## src/rtl/mux_tree_pkg.sv

```systemverilog
// Package: mux_tree_pkg
// Shared constants and elaboration-time helpers for the pipelined mux tree.
//   clog2(n)              ceiling log2, used to size the select and the number of levels
//   width(num_in, dw, k)  bit width of the words registered by level k
//   MUX_TREE_MAX_IN       largest supported channel count
package mux_tree_pkg;

    localparam int MUX_TREE_MAX_IN = 256;

    function automatic int clog2(input int n);
        int r;
        r = 0;
        while ((1 << r) < n) r++;
        return r;
    endfunction

    // Level k halves the word count of its input: NUM_IN >> (k+1) words of DATA_W bits.
    function automatic int width(input int num_in, input int data_w, input int k);
        return (num_in >> (k + 1)) * data_w;
    endfunction

endpackage

```

## src/rtl/mux_tree_stage.sv

```systemverilog
// Module: mux_tree_stage
// One level of the mux tree: a bank of 2:1 muxes steered by select bit LEVEL,
// followed by an elastic register slice (data, full select tag, valid).
// Ports:
//   clk, rst_n   clock, asynchronous active-low reset
//   in_valid     upstream word/select valid
//   in_ready     this stage can load (empty, or its content leaves this cycle)
//   in_data      IN_WORDS words of DATA_W bits
//   in_sel       full select index travelling with the sample
//   out_valid    registered valid
//   out_ready    downstream accepts this cycle
//   out_data     IN_WORDS/2 registered words
//   out_sel      registered select index
module mux_tree_stage
    import mux_tree_pkg::*;
#(
    parameter int IN_WORDS = 2,
    parameter int DATA_W   = 1,
    parameter int SEL_W    = 1,
    parameter int LEVEL    = 0
) (
    input  logic                                 clk,
    input  logic                                 rst_n,
    input  logic                                 in_valid,
    output logic                                 in_ready,
    input  logic [IN_WORDS*DATA_W-1:0]           in_data,
    input  logic [SEL_W-1:0]                     in_sel,
    output logic                                 out_valid,
    input  logic                                 out_ready,
    output logic [width(IN_WORDS, DATA_W, 0)-1:0] out_data,
    output logic [SEL_W-1:0]                     out_sel
);

    localparam int OUT_WORDS = IN_WORDS / 2;
    localparam int OUT_W     = width(IN_WORDS, DATA_W, 0);

    logic [OUT_W-1:0] mux_d;
    logic             load;

    always_comb begin
        // NOTE: default assignment first so no path through the block leaves
        // mux_d unassigned, which would infer a latch.
        mux_d = '0;
        for (int j = 0; j < OUT_WORDS; j++) begin
            mux_d[j*DATA_W +: DATA_W] = in_sel[LEVEL] ? in_data[(2*j+1)*DATA_W +: DATA_W]
                                                      : in_data[(2*j)*DATA_W +: DATA_W];
        end
    end

    // Elastic slice: accept when empty or when the held word is leaving now.
    assign in_ready = !out_valid || out_ready;
    assign load     = in_ready && in_valid;

    // NOTE: sequential state uses non-blocking assignments so every register
    // samples pre-edge values regardless of block evaluation order.
    always_ff @(posedge clk or negedge rst_n) begin
        if (!rst_n) begin
            out_valid <= 1'b0;
        end else if (in_ready) begin
            out_valid <= in_valid;
        end
    end

    // NOTE: the payload registers are reset as well, so out_data/out_sel read 0
    // after reset instead of stale values; they load only on an actual transfer.
    always_ff @(posedge clk or negedge rst_n) begin
        if (!rst_n) begin
            out_data <= '0;
            out_sel  <= '0;
        end else if (load) begin
            out_data <= mux_d;
            out_sel  <= in_sel;
        end
    end

endmodule

```

## src/rtl/mux_tree_pipe.sv

```systemverilog
// Module: mux_tree_pipe
// NUM_IN:1 selector built as SEL_W pipelined 2:1 mux levels with a ready/valid
// handshake; select and data travel together, one sample per clock.
// Build option: MUX_TREE_SCAN_EN adds the scan_en port and an internal scan
// counter that replaces sel while scan_en = 1.
// Ports:
//   clk, rst_n   clock, asynchronous active-low reset
//   in_valid     in_data/sel valid this cycle
//   in_ready     stage 0 can accept
//   in_data      channel i at bits [i*DATA_W +: DATA_W]
//   sel          channel index for this sample
//   out_valid    out_data/out_sel valid
//   out_ready    downstream accepts
//   out_data     selected channel data
//   out_sel      select index that produced out_data
//   scan_en      (MUX_TREE_SCAN_EN only) use the scan counter instead of sel
module mux_tree_pipe
    import mux_tree_pkg::*;
#(
    parameter  int NUM_IN = 16,
    parameter  int DATA_W = 1,
    localparam int SEL_W  = clog2(NUM_IN)
) (
    input  logic                     clk,
    input  logic                     rst_n,
    input  logic                     in_valid,
    output logic                     in_ready,
    input  logic [NUM_IN*DATA_W-1:0] in_data,
    input  logic [SEL_W-1:0]         sel,
    output logic                     out_valid,
    input  logic                     out_ready,
    output logic [DATA_W-1:0]        out_data,
    output logic [SEL_W-1:0]         out_sel
`ifdef MUX_TREE_SCAN_EN
    ,
    input  logic                     scan_en
`endif
);

    if (NUM_IN < 2 || (NUM_IN & (NUM_IN - 1)) != 0) begin : g_bad_num_in
        $error("mux_tree_pipe: NUM_IN must be a power of two >= 2");
    end
    if (NUM_IN > MUX_TREE_MAX_IN) begin : g_too_wide
        $error("mux_tree_pipe: NUM_IN exceeds MUX_TREE_MAX_IN");
    end

    logic [SEL_W-1:0] sel_eff;

`ifdef MUX_TREE_SCAN_EN
    logic [SEL_W-1:0] scan_cnt;

    // Counts accepted samples while scanning; NUM_IN is a power of two, so the
    // natural SEL_W-bit wrap gives NUM_IN-1 -> 0.
    always_ff @(posedge clk or negedge rst_n) begin
        if (!rst_n) begin
            scan_cnt <= '0;
        end else if (scan_en && in_valid && in_ready) begin
            scan_cnt <= scan_cnt + SEL_W'(1);
        end
    end

    assign sel_eff = scan_en ? scan_cnt : sel;
`else
    assign sel_eff = sel;
`endif

    // Each level keeps its own handshake/data nets; ready ripples back from
    // out_ready through every level so a full pipe still moves each cycle.
    for (genvar k = 0; k < SEL_W; k++) begin : g_lvl
        localparam int OUT_W = width(NUM_IN, DATA_W, k);

        logic               v_in;
        logic               r_in;
        logic [SEL_W-1:0]   s_in;
        logic [2*OUT_W-1:0] d_in;
        logic               v_out;
        logic               r_out;
        logic [SEL_W-1:0]   s_out;
        logic [OUT_W-1:0]   d_out;

        if (k == 0) begin : g_head
            assign v_in = in_valid;
            assign s_in = sel_eff;
            assign d_in = in_data;
        end else begin : g_tail
            assign v_in = g_lvl[k-1].v_out;
            assign s_in = g_lvl[k-1].s_out;
            assign d_in = g_lvl[k-1].d_out;
        end

        if (k == SEL_W - 1) begin : g_last
            assign r_out = out_ready;
        end else begin : g_mid
            assign r_out = g_lvl[k+1].r_in;
        end

        mux_tree_stage #(
            .IN_WORDS (NUM_IN >> k),
            .DATA_W   (DATA_W),
            .SEL_W    (SEL_W),
            .LEVEL    (k)
        ) u_stage (
            .clk       (clk),
            .rst_n     (rst_n),
            .in_valid  (v_in),
            .in_ready  (r_in),
            .in_data   (d_in),
            .in_sel    (s_in),
            .out_valid (v_out),
            .out_ready (r_out),
            .out_data  (d_out),
            .out_sel   (s_out)
        );
    end

    assign in_ready  = g_lvl[0].r_in;
    assign out_valid = g_lvl[SEL_W-1].v_out;
    assign out_data  = g_lvl[SEL_W-1].d_out;
    assign out_sel   = g_lvl[SEL_W-1].s_out;

endmodule

```

## config.mk

```make
export PLATFORM = sky130hd
export DESIGN_NAME = mux_tree_pipe
export DESIGN_NICKNAME = d
export VERILOG_FILES = /design/src/rtl/mux_tree_pkg.sv /design/src/rtl/mux_tree_stage.sv /design/src/rtl/mux_tree_pipe.sv
export SDC_FILE = /design/constraint.sdc
export NUM_CORES = 1
export LEC_CHECK = 0
export BUFFER_PORTS_ARGS = -buffer_cell sky130_fd_sc_hd__buf_2
export CORE_ASPECT_RATIO = 1.5
export CORE_MARGIN = 3
export CORE_UTILIZATION = 54
export DETAILED_ROUTE_END_ITERATION = 10
export GPL_TIMING_DRIVEN = 0
export PLACE_DENSITY_LB_ADDON = 0.3
export REMOVE_ABC_BUFFERS = 1
export SETUP_SLACK_MARGIN = 0.2
export SYNTH_ARGS = -nofsm -noshare
export SYNTH_HDL_FRONTEND = slang
export SYNTH_HIERARCHICAL = 1
export SYNTH_SLANG_ARGS = --single-unit
```

## constraint.sdc

```tcl
create_clock -name clk -period 3.7 [get_ports clk]
set_input_delay 1.11 -clock clk [delete_from_list [all_inputs] [get_ports clk]]
set_output_delay 1.11 -clock clk [all_outputs]
set_load 0.01 [all_outputs]
```

==> summary.md, run 1 <==
| Metric | Value |
|---|---|
| Outcome | completed |
| # rows | 24 |
| #FFs+latches synth | 35 |
| Crit end category | output port |
| Antenna viol nets, final | 0 |
| # IOs | 31 |
| Tcrit/Tclk final | 89.8% |
| FF-to-FF path depth | 7 |
| Hold Vio Cnt, Final | 0 |
| Adder-Cell Fraction of Synth Area | 0% |
| GPL Wtd Cong | between 0.6 and 0.7 |
| Area after DPL | 1770 um^2 |
| Hold WC Path Type | reg -> reg |
| Max-capacitance violation count | 0 |
| Post-Synth XOR/XNOR Area | 0% |
| Nets | 170 |
| Via count | about 1000 |
| Worst reg2reg endpoint | g_lvl[0].u_stage/out_sel[2] |
| Num CTS Buffers | 5 |
| Synth area leaders | dfrtp_1 (53%), mux2_4 (14%), mux2i_1 (9.0%) |
| CTS Hold Bufs | 0 |
| GRT Total Usage | between 10% and 20% |
| Die area | ~3800 um^2 |
| Die Wd | 51.3 um |
| RSZ-0062 raised after global routing | false |
| Synth Area per Inst | approximately 14 um^2 |
| HPWL after DPL | 1.87 mm |
| Total core area | 2910 um^2 |
| CTS tree | built |
| Largest family of logic cells by synthesized area | multiplexers |
| Skew final | about 2.2 ps |
| Final instance area | approximately 1900 um^2 |
| First-pass GRT wire length | around 4.4 mm |
| Leak pwr | 0.889 nW |
| Via/cell ratio | about 5.4 |
| Mapped cell area | 1660 um^2 |
| Compound-Gate Fraction of Synth Area | 10.4% |
| # port buffers | 30 |
| Syn Inst Count | 117 |
| Sum Neg Setup Slack | 0 ps |
| Highest ir drop seen on vdd | between 0.4 and 0.5 mV |
| Htree depth | 2 |
| Yosys warns | 6 |
| Top-area cell type share of the netlist area | 52.7% |
| Top-count cell post-synth | dfrtp_1 |
| Starting Density | 57.0% |
| Mux contribution to synthesized area | between 20% and 30% |
| Post-synth top cells | dfrtp_1 (35), mux2_4 (16), a31oi_1 (15), mux2i_1 (15), a21oi_1 (14) |
| Synth Area in Simple Gates | 7.76% |
| P&R area growth vs syn | 11.7% |
| DRT iter0 DRCs | 6 |
| Critical Path AT | 2210 ps |
| Layout fillers | 250 |
| Critical path fanouts, max | 11 |
| CTS resizes | 0 |
| Diodes inserted | 0 |
| Critical Path RT | 2590 ps |
| Root Driver | clkbuf_8 |
| DRC Markers | 0 |
| Max_slew headroom | around half |
| F_max | 301 MHz |
| Max-slew violations | 0 |
| Asr flop ratio synth | 100% |
| Largest net degree at the start of global routing | 36 |
| Final Critical Period | approximately 3300 ps |
| Hold path depth | 1 |
| Share of layout cells above drive strength 1 | 41.5% |
| Critical R2R Launch | g_lvl[3].u_stage/out_valid |
| WL per Instance | approximately 14 um |
| Hold_ws | ~510 ps |
| Power Density | approximately 600 nW/um^2 |
| Synth cell types | 15 |
| Vias in the first global route | 1017 |
| Initial antenna violation count | 0 |
| Die Ht | around 74 um |
| Top_reg_cell synth | dfrtp_1 |
| Post-synthesis sequential area ratio | 52.7% |
| Grt total ovfl | 0 |
| CP Class | in -> out |
| Worst-Margin Slew | 742 ps |
| Clk Latency, worst-skew pair | about 280 ps |
| Hold wc startpoint | g_lvl[1].u_stage/out_sel[1] |
| Critical Path Source Type | input port |
| CTS clk-pin slew, worst paths | approximately 60 ps |
| Buffer depth of the longest clock path | 2 |
| Final WL | approximately 2.5 mm |
| Setup violators final | 0 |
| Worst R2R Setup Slack | 1710 ps |
| Synth area leader | dfrtp_1 |
| Drt first pass iters | 2 |
| Worst Hold Path EP | g_lvl[1].u_stage/out_sel[1] |
| Post-synth EDFFs | 0 |
| TritonCTS sink count | 35 |
## how the worst max path moves through the flow
stage	depth (start not counted)	slack, ps	startpoint	endpoint
floorplan	4	600	out_ready	in_ready
global route	6	310	out_ready	in_ready
detailed placement	6	210	out_ready	in_ready
finish	6	380	out_ready	in_ready
CTS	6	370	out_ready	in_ready
global placement	6	220	out_ready	in_ready
## metal layers
metal	part of all wire, %	vias up	GRT usage (%)
met1	37	486	16.5
met4	2.8	0	9.62
li1	-	479	-
met5	0	-	0
met2	54	34	28.3
met3	5.8	5	4.21
## worst max-delay path, cell delays in order
cell      delay (ps)
buf_2            100
nand2b_4         150
nand2b_1         270
nand2b_4         260
nand2b_4         170
buf_2            150
## state kept, by name, indices dropped and copies added (netlist names)
| signal | flops |
|---|---|
| g_lvl.u_stage/out_sel | 16 |
| g_lvl.u_stage/out_data | 15 |
| g_lvl.u_stage/out_valid | 4 |
## power by group
group	switching [mW]	internal (mW)	leakage, nW
Sequential	0.0730	0.487	0.391
Clock	0.123	0.132	0.0422
Combinational	0.108	0.168	0.456
Total	0.304	0.787	0.889
## layout make-up
cell class | count | area (um^2) | area share, %
tap | 39 | 48.8 | 2.63
clock inverter | 1 | 5.00 | 0.270
clock buffer | 7 | 76.3 | 4.11
sequential | 35 | 876 | 47.2
timing repair buffer | 31 | 158 | 8.50
multi-input combinational | 73 | 692 | 37.3
## cells by family (layout without fill, tap and decap cells)
| kind of cell | count (synthesis) | after routing |
|---|---|---|
| flip-flops | 35 | 35 |
| buffers and inverters | 9 | 39 |
| multiplexers | 31 | 31 |
| AO/OA/AOI/OAI | 30 | 30 |
| AND/OR/NAND/NOR | 12 | 12 |
## timing repair
action,CTS,global route
buffers inserted,1,0
setup endpoints to repair,1,0
hold endpoints to repair,0,0
## stage by stage
| stage | util [%] | instances | power, mW | worst slack [ps] |
|---|---|---|---|---|
| after global routing | 63.7 | 186 | 1.16 | 307 |
| after global placement | 60.7 | 177 | 0.828 | 218 |
| after CTS | 63.7 | 186 | 1.11 | 369 |
| after floorplan | - | 108 | 0.753 | 596 |
| after detailed placement | 60.7 | 177 | 0.848 | 213 |
| final | 63.7 | 186 | 1.09 | 376 |
## cell usage in the layout (no fill, tap or decap)
| master | instances |
|---|---|
| nand2b_4 | 3 |
| clkbuf_1 | 2 |
| or2b_1 | 2 |
| mux2i_1 | 15 |
| a31oi_1 | 15 |
| nand2b_1 | 3 |
| buf_4 | 1 |
| a21oi_2 | 1 |
| nand2_8 | 1 |
| nand2_4 | 3 |
| dfrtp_1 | 35 |
| buf_2 | 30 |
| mux2_4 | 16 |
| a21oi_1 | 14 |
| clkbuf_8 | 5 |
| clkinv_2 | 1 |
No activity file was read; power rests on OpenSTA's default activity.
==> run 2: changes to the inputs <==
--- a/config.mk
+++ b/config.mk
@@ -6,7 +6,6 @@
 export NUM_CORES = 1
 export LEC_CHECK = 0
 export BUFFER_PORTS_ARGS = -buffer_cell sky130_fd_sc_hd__buf_2
-export CORE_ASPECT_RATIO = 1.5
 export CORE_MARGIN = 3
 export CORE_UTILIZATION = 54
 export DETAILED_ROUTE_END_ITERATION = 10
==> run 2 against run 1 <==
  * Worst hold slack gained 5.2 ps
  * Wire length grew 0.63%
  * Clock skew rose by 7.4 ps
  * Count of clock-buffer cells in the layout decreased by 1
  * Sequential share of layout area increased by 0.13 points
  * Critical path depth unchanged
  * Highest routed layer unchanged
  * First-iteration DRC count rose by 120%
  * Sequential power about the same
  * Non-clock buffer count stayed put
  * Final area fell by 0.27%
  * Combinational power about the same
  * Die area fell by 0.36%
==> summary.md, run 2 (same netlist as run 1, synthesis figures left out) <==
| Metric | Value |
|---|---|
| Finished Layout Cells | 178 (-4.3%) |
| Top flop regs | g_lvl.u_stage/out_sel (16), g_lvl.u_stage/out_data (15), g_lvl.u_stage/out_valid (4) |
| TritonCTS sink count | 35 (unchanged) |
| Critical R2R Launch | g_lvl[3].u_stage/out_valid |
| F_max | 301 MHz (+0.10%) |
| CTS resizes | 0 (unchanged) |
| Via count | 980 (-2.4%) |
| Family with the most delay on the worst path | simple AND/OR/NAND/NOR gates |
| CTS Hold Bufs | 0 (unchanged) |
| Hold Vio Cnt, Final | 0 (unchanged) |
| Nets | 170 (unchanged) |
| Post-CTS Setup Bufs | 1 (unchanged) |
| Die Ht | 61.5 um (-17%) |
| Inst Count DP | 169 (-4.5%) |
| CTS clk-pin slew, worst paths | 100 ps (+40 ps) |
| Setup violators final | 0 (unchanged) |
| Vias in the first global route | 964 (-5.2%) |
| Crit path cell chain | buf_2 -> nand2b_4 -> nand2b_1 -> nand2b_4 -> nand2b_4 -> buf_2 |
| Starting Density | 58.2% (+1.2 points) |
| Max stage delay on crit path | 270 ps (about the same) |
| Worst reg2reg endpoint | g_lvl[0].u_stage/out_sel[3] |
| Antenna viol nets, final | 0 (unchanged) |
| Drt first pass iters | 4 (+2) |
| WL per Instance | 14.3 um (+5.2%) |
| Die Wd | 61.5 um (+20%) |
| Clk Latency, worst-skew pair | 340 ps (+60 ps) |
| Critical Path AT | 2210 ps (about the same) |
| Final setup margin | 379 ps (+3.42 ps) |
| GRT Total Usage | 15.4% (-0.50 points) |
| Largest net degree at the start of global routing | 36 (unchanged) |
| # rows | 19 (-21%) |
| Layout fillers | 231 (-7.6%) |
| Hold WC Path Type | reg -> reg |
| Tcrit/Tclk final | 89.8% (-0.093 points) |
| Hold path depth | 1 (unchanged) |
| Highest ir drop seen on vdd | 0.281 mV (-37%) |
| CTS tree | built |
| Buffer depth of the longest clock path | 2 (unchanged) |
| Most frequent cells in the layout | dfrtp_1 (35), buf_2 (30), mux2_4 (16), mux2i_1 (15), a31oi_1 (15) |
| Root Driver | clkbuf_4 |
| RSZ-0062 raised after global routing | false |
| Buf/Inv on CP | 2 (unchanged) |
| Sum Neg Setup Slack | 0 ps (unchanged) |
| Max-slew violations | 0 (unchanged) |
| DRC Markers | 0 (unchanged) |
| Skew final | 9.58 ps (+7.36 ps) |
| Max_slew headroom | 50.2% (-0.35 points) |
| Via/cell ratio | 5.51 (+2.0%) |
| Worst R2R Setup Slack | 1710 ps (about the same) |
| Htree depth | 2 (unchanged) |
| Num CTS Buffers | 5 (unchanged) |
| Initial antenna violation count | 0 (unchanged) |
| Hold wc startpoint | g_lvl[3].u_stage/out_sel[3] |
| FF-to-FF path depth | 7 (unchanged) |
| DRT iter0 DRCs | 13 (+7) |
| Clock power share | 25.5% (+2.2 points) |
| CP max-delay cell | nand2b_1 |
| P&R area growth vs syn | 11.4% |
| Power Density | 604 nW/um^2 (+2.8%) |
| Die area | 3780 um^2 (-0.36%) |
| Reg power frac | 50.1% (-1.3 points) |
| Comb power frac | 24.5% (-0.8 points) |
| Diodes inserted | 0 (unchanged) |
| First-pass GRT wire length | 4.12 mm (-7.0%) |
| Final Critical Period | 3320 ps (-3.42 ps) |
| Max-capacitance violation count | 0 (unchanged) |
| # port buffers | 30 (unchanged) |
| Most common cell on crit path | nand2b_4 |
| Critical Path RT | 2590 ps (about the same) |
| Largest Register | g_lvl.u_stage/out_sel |
| Total core area | 2850 um^2 (-2.1%) |
| CP Class | in -> out |
| Worst Hold Path EP | g_lvl[3].u_stage/out_sel[3] |
| Leak pwr | 0.895 nW (+0.68%) |
| Crit end category | output port |
| Share of layout cells above drive strength 1 | 42.9% (+1.4 points) |
| Internal power | 0.814 mW (+3.4%) |
| Outcome | completed |
| GPL Wtd Cong | 0.701 (+0.30%) |
| Commonest non-fill, non-tap cell in the layout | dfrtp_1 |
| Max reg flops | 16 (unchanged) |
| Worst-Margin Slew | 747 ps (+5.23 ps) |
| Critical path fanouts, max | 11 (unchanged) |
| # IOs | 31 (unchanged) |
| Pre-CTS WS | 199 ps (-14.3 ps) |
| Switching power | 0.304 mW (+0.25%) |
| Net Sw Frac | 27.2% (-0.61 points) |
| Grt total ovfl | 0 (unchanged) |
| Critical Path Source Type | input port |
| Final WL | 2.54 mm (+0.63%) |
-- run 2: cell types whose count changed in the layout (fill, tap and decap cells not counted), sizes merged --
cell    change
bufinv      +1
clkbuf      -1
-- run 2: how the worst max path moves through the flow --
| stage | startpoint | to | slack [ps] | depth (start not counted) |
|---|---|---|---|---|
| detailed placement | out_ready | in_ready | 200 | 6 |
| global route | out_ready | in_ready | 310 | 6 |
| global placement | out_ready | in_ready | 220 | 6 |
| finish | out_ready | in_ready | 380 | 6 |
| floorplan | out_ready | in_ready | 600 | 4 |
| CTS | out_ready | in_ready | 360 | 6 |
-- run 2: metrics by stage --
| step | hold slack (ps) | power (mW) | area (um^2) | util, % |
|---|---|---|---|---|
| floorplan | 482 | 0.753 | 1570 | - |
| global placement | 489 | 0.827 | 1760 | 61.6 |
| detailed placement | 496 | 0.845 | 1760 | 61.6 |
| CTS | 521 | 1.14 | 1850 | 64.9 |
| global route | 545 | 1.19 | 1850 | 64.9 |
| finish | 518 | 1.12 | 1850 | 64.9 |
-- run 2: cell type report --
class,instances,area [um^2],area share [%]
clock inverters,2,35.0,1.89
flip-flops and latches,35,876,47.3
well taps,31,38.8,2.10
multi-input cells,73,692,37.4
clock buffers,6,51.3,2.77
repair buffers,31,158,8.52
-- run 2: per-layer routing --
layer / wire [um] / track usage, %
met5: 0 / 0
met4: 50 / 7.27
met3: 177 / 6.29
met2: 1280 / 26.3
met1: 1030 / 16.5
-- run 2: power by group through the flow --
stage | Clock, mW | Sequential, mW | Combinational [mW]
2_1_floorplan | 0 | 0.565 | 0.188
3_3_place_gp | 0 | 0.561 | 0.266
3_5_place_dp | 0 | 0.569 | 0.276
4_1_cts | 0.296 | 0.562 | 0.278
5_1_grt | 0.313 | 0.575 | 0.299
6_report | 0.285 | 0.560 | 0.274
-- run 2: worst reg2reg max path, stage by stage, from the launching register on --
cell and delay, ps:
dfrtp_1 420, nand2b_4 110, nand2b_1 280, nand2b_4 270, nand2b_4 150, buf_4 250
nand2_8 90, mux2_4 320
